==> config.mk <==
export PLATFORM = sky130hd
export DESIGN_NAME = regfile_flat
export DESIGN_NICKNAME = d
export VERILOG_FILES = /design/src/rtl/regfile_pkg.sv /design/src/rtl/regfile_if.sv /design/src/rtl/regfile_rd_mux.sv /design/src/rtl/regfile.sv /design/src/flat_wrapper.sv
export SDC_FILE = /design/constraint.sdc
export NUM_CORES = 1
export LEC_CHECK = 0
export CAP_MARGIN = 20
export CORE_MARGIN = 3
export CORE_UTILIZATION = 35
export DETAILED_ROUTE_END_ITERATION = 10
export HOLD_SLACK_MARGIN = 0.08
export SYNTH_ARGS = -nofsm -noshare
export SYNTH_HDL_FRONTEND = slang
export SYNTH_SLANG_ARGS = --single-unit
==> constraint.sdc <==
create_clock -name clk -period 5.4 [get_ports clk]
set_input_delay 1.08 -clock clk [delete_from_list [all_inputs] [get_ports clk]]
set_output_delay 1.08 -clock clk [all_outputs]
set_load 0.02 [all_outputs]
==> src/rtl/regfile_pkg.sv <==
// Register file shared package: widths, select type and storage array type.
// Imported by the interface, the read mux and the register file top.
package regfile_pkg;

   localparam int DATA_W = 16;
   localparam int ADDR_W = 4;
   localparam int NREGS  = 2 ** ADDR_W;

   typedef logic [ADDR_W-1:0] reg_sel_t;
   typedef logic [DATA_W-1:0] data_t;
   typedef logic [NREGS-1:0][DATA_W-1:0] reg_arr_t;

endpackage

==> src/rtl/regfile_if.sv <==
// Register file port bundle: two write ports (we/sel/data), two read ports.
// master drives writes and read selects; slave (the regfile) returns read data.
interface regfile_if;
   import regfile_pkg::*;

   logic     in1_we;
   reg_sel_t in1_sel;
   data_t    in1_data;
   logic     in2_we;
   reg_sel_t in2_sel;
   data_t    in2_data;
   reg_sel_t out1_sel;
   data_t    out1_data;
   reg_sel_t out2_sel;
   data_t    out2_data;

   modport master (
      output in1_we, in1_sel, in1_data,
      output in2_we, in2_sel, in2_data,
      output out1_sel, out2_sel,
      input  out1_data, out2_data
   );

   modport slave (
      input  in1_we, in1_sel, in1_data,
      input  in2_we, in2_sel, in2_data,
      input  out1_sel, out2_sel,
      output out1_data, out2_data
   );

endinterface

==> src/rtl/regfile_rd_mux.sv <==
// NREGS:1 combinational read mux for one register file read port.
// Ports: regs (flattened storage), sel (source register), data (selected word).
module regfile_rd_mux
   import regfile_pkg::*;
(
   input  reg_arr_t regs,
   input  reg_sel_t sel,
   output data_t    data
);

   assign data = regs[sel];

endmodule

==> src/rtl/regfile.sv <==
// 16x16 register file: two synchronous write ports, two async read ports.
// Ports: clk, rst_n (async active-low clear), bus (regfile_if.slave).
module regfile
   import regfile_pkg::*;
(
   input  logic      clk,
   input  logic      rst_n,
   regfile_if.slave  bus
);

   reg_arr_t regs_q;
   reg_arr_t regs_d;

   // Per-register decode gated by the enable, so a garbage select with
   // we=0 can never match. Port 2 is evaluated last and wins collisions.
   always_comb begin
      regs_d = regs_q;
      for (int i = 0; i < NREGS; i++) begin
         if (bus.in1_we && (bus.in1_sel == reg_sel_t'(i))) begin
            regs_d[i] = bus.in1_data;
         end
         if (bus.in2_we && (bus.in2_sel == reg_sel_t'(i))) begin
            regs_d[i] = bus.in2_data;
         end
      end
   end

   always_ff @(posedge clk or negedge rst_n) begin
      if (!rst_n) begin
         regs_q <= '0;
      end else begin
         regs_q <= regs_d;
      end
   end

   regfile_rd_mux u_rd_mux1 (
      .regs (regs_q),
      .sel  (bus.out1_sel),
      .data (bus.out1_data)
   );

   regfile_rd_mux u_rd_mux2 (
      .regs (regs_q),
      .sel  (bus.out2_sel),
      .data (bus.out2_data)
   );

endmodule

==> src/flat_wrapper.sv <==
// flat-port wrapper written by rule: the top's interface ports become plain ports
module regfile_flat import regfile_pkg::*;
  (clk, rst_n, bus_in1_we, bus_in1_sel, bus_in1_data, bus_in2_we, bus_in2_sel, bus_in2_data, bus_out1_sel, bus_out2_sel, bus_out1_data, bus_out2_data);
  regfile_if bus_i ();
  input  logic clk;
  input  logic rst_n;
  input wire logic [$bits(bus_i.in1_we)-1:0] bus_in1_we;
  input wire logic [$bits(bus_i.in1_sel)-1:0] bus_in1_sel;
  input wire logic [$bits(bus_i.in1_data)-1:0] bus_in1_data;
  input wire logic [$bits(bus_i.in2_we)-1:0] bus_in2_we;
  input wire logic [$bits(bus_i.in2_sel)-1:0] bus_in2_sel;
  input wire logic [$bits(bus_i.in2_data)-1:0] bus_in2_data;
  input wire logic [$bits(bus_i.out1_sel)-1:0] bus_out1_sel;
  input wire logic [$bits(bus_i.out2_sel)-1:0] bus_out2_sel;
  output wire logic [$bits(bus_i.out1_data)-1:0] bus_out1_data;
  output wire logic [$bits(bus_i.out2_data)-1:0] bus_out2_data;
  assign bus_i.in1_we = bus_in1_we;
  assign bus_i.in1_sel = bus_in1_sel;
  assign bus_i.in1_data = bus_in1_data;
  assign bus_i.in2_we = bus_in2_we;
  assign bus_i.in2_sel = bus_in2_sel;
  assign bus_i.in2_data = bus_in2_data;
  assign bus_i.out1_sel = bus_out1_sel;
  assign bus_i.out2_sel = bus_out2_sel;
  assign bus_out1_data = bus_i.out1_data;
  assign bus_out2_data = bus_i.out2_data;
  regfile u_core (.clk(clk), .rst_n(rst_n), .bus(bus_i));
endmodule
======== Word level (Yosys, flattened, before mapping) ========
Index checks and enable logic that the tools add are counted.
storage, ports and cells
  register bits ........................... 256
  bits of input ports ..................... 52
  output and inout bits ................... 32
  word-level logic and storage cells ...... 134
operators by class
  magnitude comparators ................... 2
  equal/unequal tests ..................... 30
  multiplexer cells ....................... 36
  reduce and logical (&&, ||, !) cells .... 50
operators by type and width
  kind                  number
  $mux W16              34
  $bmux W16 S4          2
  $eq A4 B4 Y1 const B  16
  $eq A4 B3 Y1 const B  8
  $logic_and A1 B1 Y1   32
  $reduce_bool A2 Y1    16
  $eq A4 B2 Y1 const B  4
  $lt A4 B5 Y1 const B  2
  $eq A4 B1 Y1 const B  2
  $logic_not A4 Y1      2

======== Depth between registers and ports, before layout ========
Gate-level depths: netlist of run 1.
  depth after elaboration ................. 4
  mapped depth ............................ 6
  depth with buffers taken out ............ 3

======== Modules after synthesis ========
A second synthesis of run 1 with hierarchy kept.
unflattened totals
  cell total of the unflattened synthesis .. 1,868
  area, all modules ....................... 17,018.8 sq um
modules (own cells, without submodules)
  module          instances  cells an instance  area an instance (sq um)  seq. area each (sq um)
  regfile         1          1,594              13,152.6                  6,406.1
  regfile_rd_mux  2          137                1,933.1                   0.0

======== Least setup slack after synthesis of run 1 ========
Ideal clock, no wire load.
  path type ............................... input -> output
  start point ............................. in bus_out1_sel[0]
  end point ............................... out bus_out1_data[11]
  arrival time ............................ 2.262 ns
  slack ................................... 2.058 ns
  cell stages on the path ................. 5
  path buffers ............................ 2
  cells stage by stage .................... buf_6 > buf_4 > mux4_2 > a22oi_1 > nand2_1
on the way
  longest elaborated chain between the ends .. 2
ends and longest elaborated chain
  item                            RTL line              source
  from (decl)                     flat_wrapper.sv:13    input wire logic [$bits(bus_i.out1_sel)-1:0] bus_out1_sel;
  $bmux W16 S4                    regfile_rd_mux.sv:11  assign data = regs[sel];
  $mux W16 (implied by the code)  regfile_rd_mux.sv:11
  to (decl)                       flat_wrapper.sv:15    output wire logic [$bits(bus_i.out1_data)-1:0] bus_out1_data;
Every way passes these cells. The select of a mux whose other input is x is not followed.

======== Worst setup path after layout of run 1 ========
  start point ............................. in bus_out1_sel[0]
  end point ............................... out bus_out1_data[0]
Same word-level chain as after synthesis.

==> impl_metrics.csv, run 1 <==
group,metric,value,unit
clock_tree,post_cts_resized,0,
critical_path,slowest_delay,0.59,ns
placement,dp.cells,2339,
critical_path,slowest_stage,"clkdlybuf4s50_1",
final_layout,top_register,"u_core.regs_q",
synth,avgSynthCellArea,9.26,µm²
placement,gp_congestion,0.849,
final_layout,ff_latch_area,6410,µm²
drt,firstDrtPassIters,6,
global_routing,overflow,0,
clock_tree,clkSlewWorstSetupHoldPaths,0.06,ns
drt,wl_per_cell,31.8,µm
die,fp.dieArea,51800,µm²
clock_tree,clock_tree.buffer_depth,3,
power_and_ir_drop,p_total,7.01,mW
timing,clock_skew,0,ns
drt,vias_per_cell,7.34,
critical_path,crit_type,"input pin to output pin",
drt,remaining_drc_errors,0,
timing,final-hold-violation-count,0,
clock_tree,h-tree-depth,1,
clock_tree,cts-root-buf,"clkbuf_16",
timing,rsz0062_at_grt,"false",
synth,ys_warn_count,0,
critical_path,critPathArrivalTime,3.42,ns
critical_path,worstSetupEndpointType,"output pin",
drt,drt_iter0_markers,3007,
final_layout,area_delta_synth_final,10.6,%
synth,ys_async_sr_fraction,1.00,
status,status,"completed",
final_layout,fin_area,19000,µm²
placement,io_buffers,83,
global_routing,antenna_found_initial,4,
final_layout,fin_util,0.395,
timing,hold_slack,0.446,ns
synth,synth_nets,1908,
worst_hold_path,hold_path.class,"input pin to asynchronous set/reset pin",
synth,synth_top_area_share,0.373,
final_layout,drive_gt1_frac,0.142,
final_layout,instances_no_fill,2396,
synth,syn_area,17200,µm²
timing,drv_slew,0,
critical_path,path_max_fanout,22,
global_routing,grt_max_degree,102,
power_and_ir_drop,ir_drop,0.255,mV
timing,layout_setup_ws,0.904,ns
placement,pre_cts_ws,0.920,ns
clock_tree,hold_buffers,0,
die,floorplan.initialDensity,0.357,
critical_path,crit_required,4.32,ns
global_routing,grt_usage,0.292,
die,row_count,80,
timing,final.setup.tns,0,ns
timing,max-slew-margin-rel,0.258,
synth,synth_area_leaders,"dfrtp_1, mux4_2, a31oi_1, nand3_1, nor3_1",
die,fp.dieH,228,µm
power_and_ir_drop,p_per_area,369,nW/µm²
drt,antenna_left,0,
synth,synth_top_cell_by_area,"dfrtp_1",
timing,max_freq,0.222,GHz
clock_tree,numCtsBuffers,30,
placement,placed_area,17900,µm²
final_layout,largest_reg_flops,256,
synth,synth_seq_cells,256,
global_routing,grt_pass1_vias,17100,
clock_tree,clkLatencyLatePin,0.58,ns
final_layout,multi_input_area,9420,µm²
synth,syn_inst,1856,
clock_tree,postCtsSetupRepairBufs,0,
timing,min_period_over_period,0.833,
drt,wirelength,76.2,mm
timing,finalCriticalPeriod,4.50,ns
synth,seq_area_frac_synth,0.373,
final_layout,fillers,4662,
critical_path,start_kind,"input pin",
final_layout,reg.largest.list,"u_core.regs_q: 256 flops",
critical_path,r2r-start,"u_core.regs_q[133]",
power_and_ir_drop,leakagePower,6.39,nW
run,cap_violations,0,
die,core_area,48100,µm²
die,io_pins,84,
global_routing,grt_pass1_wl,114,mm
final_layout,nNetsFinal,1767,
clock_tree,cts_tree,"yes",
timing,worst_pin_slew,1.11,ns
drt,via_count,17600,
synth,synthFlopType,"dfrtp_1",
synth,synth_edf_count,0,
placement,dp_hpwl,40.0,mm
timing,setup-violations-final,0,
synth,ys_types,32,
critical_path,path_cells,"buf_4 > buf_12 > mux4_2 > a22oi_1 > nand2_1 > clkdlybuf4s50_1",
clock_tree,cts.sinks,256,
synth,yosysMostFrequentCell,"nand3_1",
die,fp.dieW,228,µm
synth,synth_common_cells,"nand3_1, a31oi_1, dfrtp_1, nor3_1, o21ai_0",
critical_path,startpoint,"bus_out1_sel[0]",
worst max-delay path: cells and delay by family:
kind / cells / cell delay (ns)
simple gates: 1 / 0.20
compound gates: 1 / 0.32
buf+inv: 3 / 1.26
mux: 1 / 0.53
power by group:
part	internal [mW]	switching (mW)
registers	2.40	0.379
clock network	1.35	0.898
logic	0.953	1.02
layout make-up:
cell class	count	area share
Multi-Input combinational cell	1296	0.496
Sequential cell	256	0.337
Timing Repair Buffer	131	0.0670
Clock buffer	45	0.0504
Tap cell	656	0.0432
Clock inverter	8	0.00606
Antenna cell	4	0.000527
cell usage in the layout (no fill, tap or decap), types with 25 or more instances in the layout:
cell | Yosys | final
a22oi_1 | 64 | 64
a31oi_1 | 256 | 256
buf_4 | 5 | 45
clkbuf_16 | 0 | 31
clkdlybuf4s50_1 | 0 | 78
dfrtp_1 | 256 | 256
mux4_1 | 25 | 25
mux4_2 | 101 | 101
nand2_1 | 34 | 32
nand3_1 | 258 | 256
nor3_1 | 256 | 256
o21ai_0 | 246 | 246
path summary, 6_finish.rpt:
path | slack [ns] | depth (start not counted) | end
max in group asynchronous | 3.84 | 2 | u_core.regs_q[28]
worst max register to register | 4.56 | 2 | u_core.regs_q[133]
min in group clk | 0.58 | 2 | u_core.regs_q[190]
worst min register to register | 0.58 | 2 | u_core.regs_q[190]
worst max-delay path | 0.90 | 6 | bus_out1_data[0]
worst min-delay path | 0.45 | 1 | u_core.regs_q[99]
routing by layer:
layer	share of wire	wire length (µm)	vias to the layer above	GRT usage
li1	-	-	6895	-
met2	0.43	32400	1713	0.423
met5	0	0	-	0
met4	0.048	3670	0	0.121
met1	0.37	28500	8684	0.406
met3	0.15	11700	306	0.0925
logic make-up (layout without fill, tap and decap cells):
| kind of cell | after synthesis | count (layout) | synth area share |
|---|---|---|---|
| and+or+nand+nor | 592 | 592 | 0.174 |
| DFF | 256 | 256 | 0.373 |
| other | 0 | 4 | 0 |
| AOI/OAI and AO/OA | 576 | 576 | 0.196 |
| muxes | 128 | 128 | 0.173 |
| buffers and inverters | 304 | 184 | 0.0841 |
(Power assumes the default switching activity.)
==> inputs of run 2 (changes only) <==
Clock period 5.4 ns to 4.15 ns, I/O delays scaled along.
==> run 2 against run 1 <==
  * Non-clock buffer count is 17 higher
  * Register-to-register slack got worse by 1.2 ns
  * Sequential share of layout area is 0.48 points lower
  * First-iteration DRC count fell by 1.7%
  * Critical endpoint is now bus_out1_data[14]
  * Largest cell class unchanged
==> impl_metrics.csv, run 2 (same netlist as run 1, synthesis figures left out) <==
group,metric,value,unit
run,cap_violations,0,
critical_path,critPathArrivalTime,2.94,ns
worst_hold_path,hold_path.class,"input pin to asynchronous set/reset pin",
critical_path,r2r_slack,3.33,ns
clock_tree,clock_tree.buffer_depth,3,
drt,vias_per_cell,7.33,
die,fp.dieArea,51800,µm²
timing,setup-violations-final,0,
placement,gp_congestion,0.842,
final_layout,reg.largest.list,"u_core.regs_q: 256 flops",
timing,worst_pin_slew,1.21,ns
timing,clock_skew,0,ns
timing,max-slew-margin-rel,0.189,
placement,io_buffers,83,
final_layout,fin_area,19300,µm²
timing,rsz0062_at_grt,"false",
power_and_ir_drop,ir_drop,0.297,mV
clock_tree,clkSlewWorstSetupHoldPaths,0.06,ns
die,fp.dieW,228,µm
drt,firstDrtPassIters,5,
timing,min_period_over_period,0.909,
final_layout,layout_common_cells,"nor3_1, a31oi_1, nand3_1, dfrtp_1, o21ai_0",
critical_path,cpMostUsedCell,"buf_4",
global_routing,grt_pass1_wl,114,mm
timing,layout_setup_ws,0.377,ns
clock_tree,post_cts_resized,0,
placement,dp_hpwl,41.2,mm
final_layout,drive_gt1_frac,0.147,
critical_path,path_buf_inv,4,
global_routing,grt_usage,0.292,
die,row_count,80,
clock_tree,cts_tree,"yes",
clock_tree,h-tree-depth,1,
final_layout,fin_util,0.400,
critical_path,cp_top_family,"buffers and inverters",
clock_tree,cts-root-buf,"clkbuf_16",
critical_path,crit_type,"input pin to output pin",
drt,wl_per_cell,31.8,µm
drt,wirelength,76.7,mm
clock_tree,clkLatencyLatePin,0.58,ns
status,status,"completed",
placement,dp.cells,2354,
clock_tree,cts.sinks,256,
timing,hold_slack,0.308,ns
global_routing,antenna_found_initial,4,
critical_path,slowest_delay,0.56,ns
drt,antenna_left,0,
drt,remaining_drc_errors,0,
placement,pre_cts_ws,0.382,ns
power_and_ir_drop,p_per_area,465,nW/µm²
final_layout,instances_no_fill,2414,
timing,max_freq,0.265,GHz
power_and_ir_drop,p_total,8.97,mW
final_layout,nNetsFinal,1784,
power_and_ir_drop,leakagePower,6.50,nW
global_routing,grt_pass1_vias,17600,
die,core_area,48100,µm²
global_routing,grt_max_degree,99,
timing,final-hold-violation-count,0,
final_layout,largest_reg_flops,256,
drt,drt_iter0_markers,2955,
timing,finalCriticalPeriod,3.77,ns
timing,final.setup.tns,0,ns
die,fp.dieH,228,µm
critical_path,path_max_fanout,17,
die,floorplan.initialDensity,0.357,
final_layout,top_register,"u_core.regs_q",
clock_tree,numCtsBuffers,30,
placement,placed_area,18200,µm²
timing,drv_slew,0,
critical_path,start_kind,"input pin",
critical_path,slowest_stage,"clkdlybuf4s50_1",
clock_tree,postCtsSetupRepairBufs,0,
critical_path,path_cells,"buf_4 > buf_12 > buf_4 > mux4_2 > a22oi_1 > nand2_1 > clkdlybuf4s50_1",
critical_path,crit_required,3.32,ns
clock_tree,hold_buffers,0,
final_layout,area_delta_synth_final,12.2,%
drt,via_count,17700,
die,io_pins,84,
critical_path,worstSetupEndpointType,"output pin",
global_routing,overflow,0,
-- run 2: path summary, 6_finish.rpt --
path	from	end	cells after the start
max	bus_out1_sel[0]	bus_out1_data[14]	7
min	rst_n	u_core.regs_q[121]	1
max reg2reg	u_core.regs_q[111]	u_core.regs_q[111]	2
min reg2reg	u_core.regs_q[175]	u_core.regs_q[175]	2
max in group asynchronous	rst_n	u_core.regs_q[244]	2
min in group clk	u_core.regs_q[175]	u_core.regs_q[175]	2
-- run 2: area by class of cell --
type | count | area (µm²)
fill | 4654 | 28900
multi-input combinational | 1296 | 9410
antenna | 4 | 10.0
timing repair buffer | 148 | 1650
tap | 656 | 821
clock buffer | 43 | 871
sequential | 256 | 6410
clock inverter | 11 | 108
-- run 2: report_power, final --
part | internal (mW) | total (mW) | switching [mW]
Clock | 1.57 | 2.73 | 1.16
Sequential | 3.13 | 3.63 | 0.500
Combinational | 1.27 | 2.62 | 1.35
-- run 2: per-layer routing --
layer  vias to the layer above  part of all wire  global-route usage  wire [µm]
met5                         -                 0                   0          0
met4                         0             0.048               0.131       3710
met3                       310              0.15               0.107      11600
met2                      1711              0.42               0.416      32500
met1                      8756              0.38               0.396      28800
li1                       6926                 -                   -          -
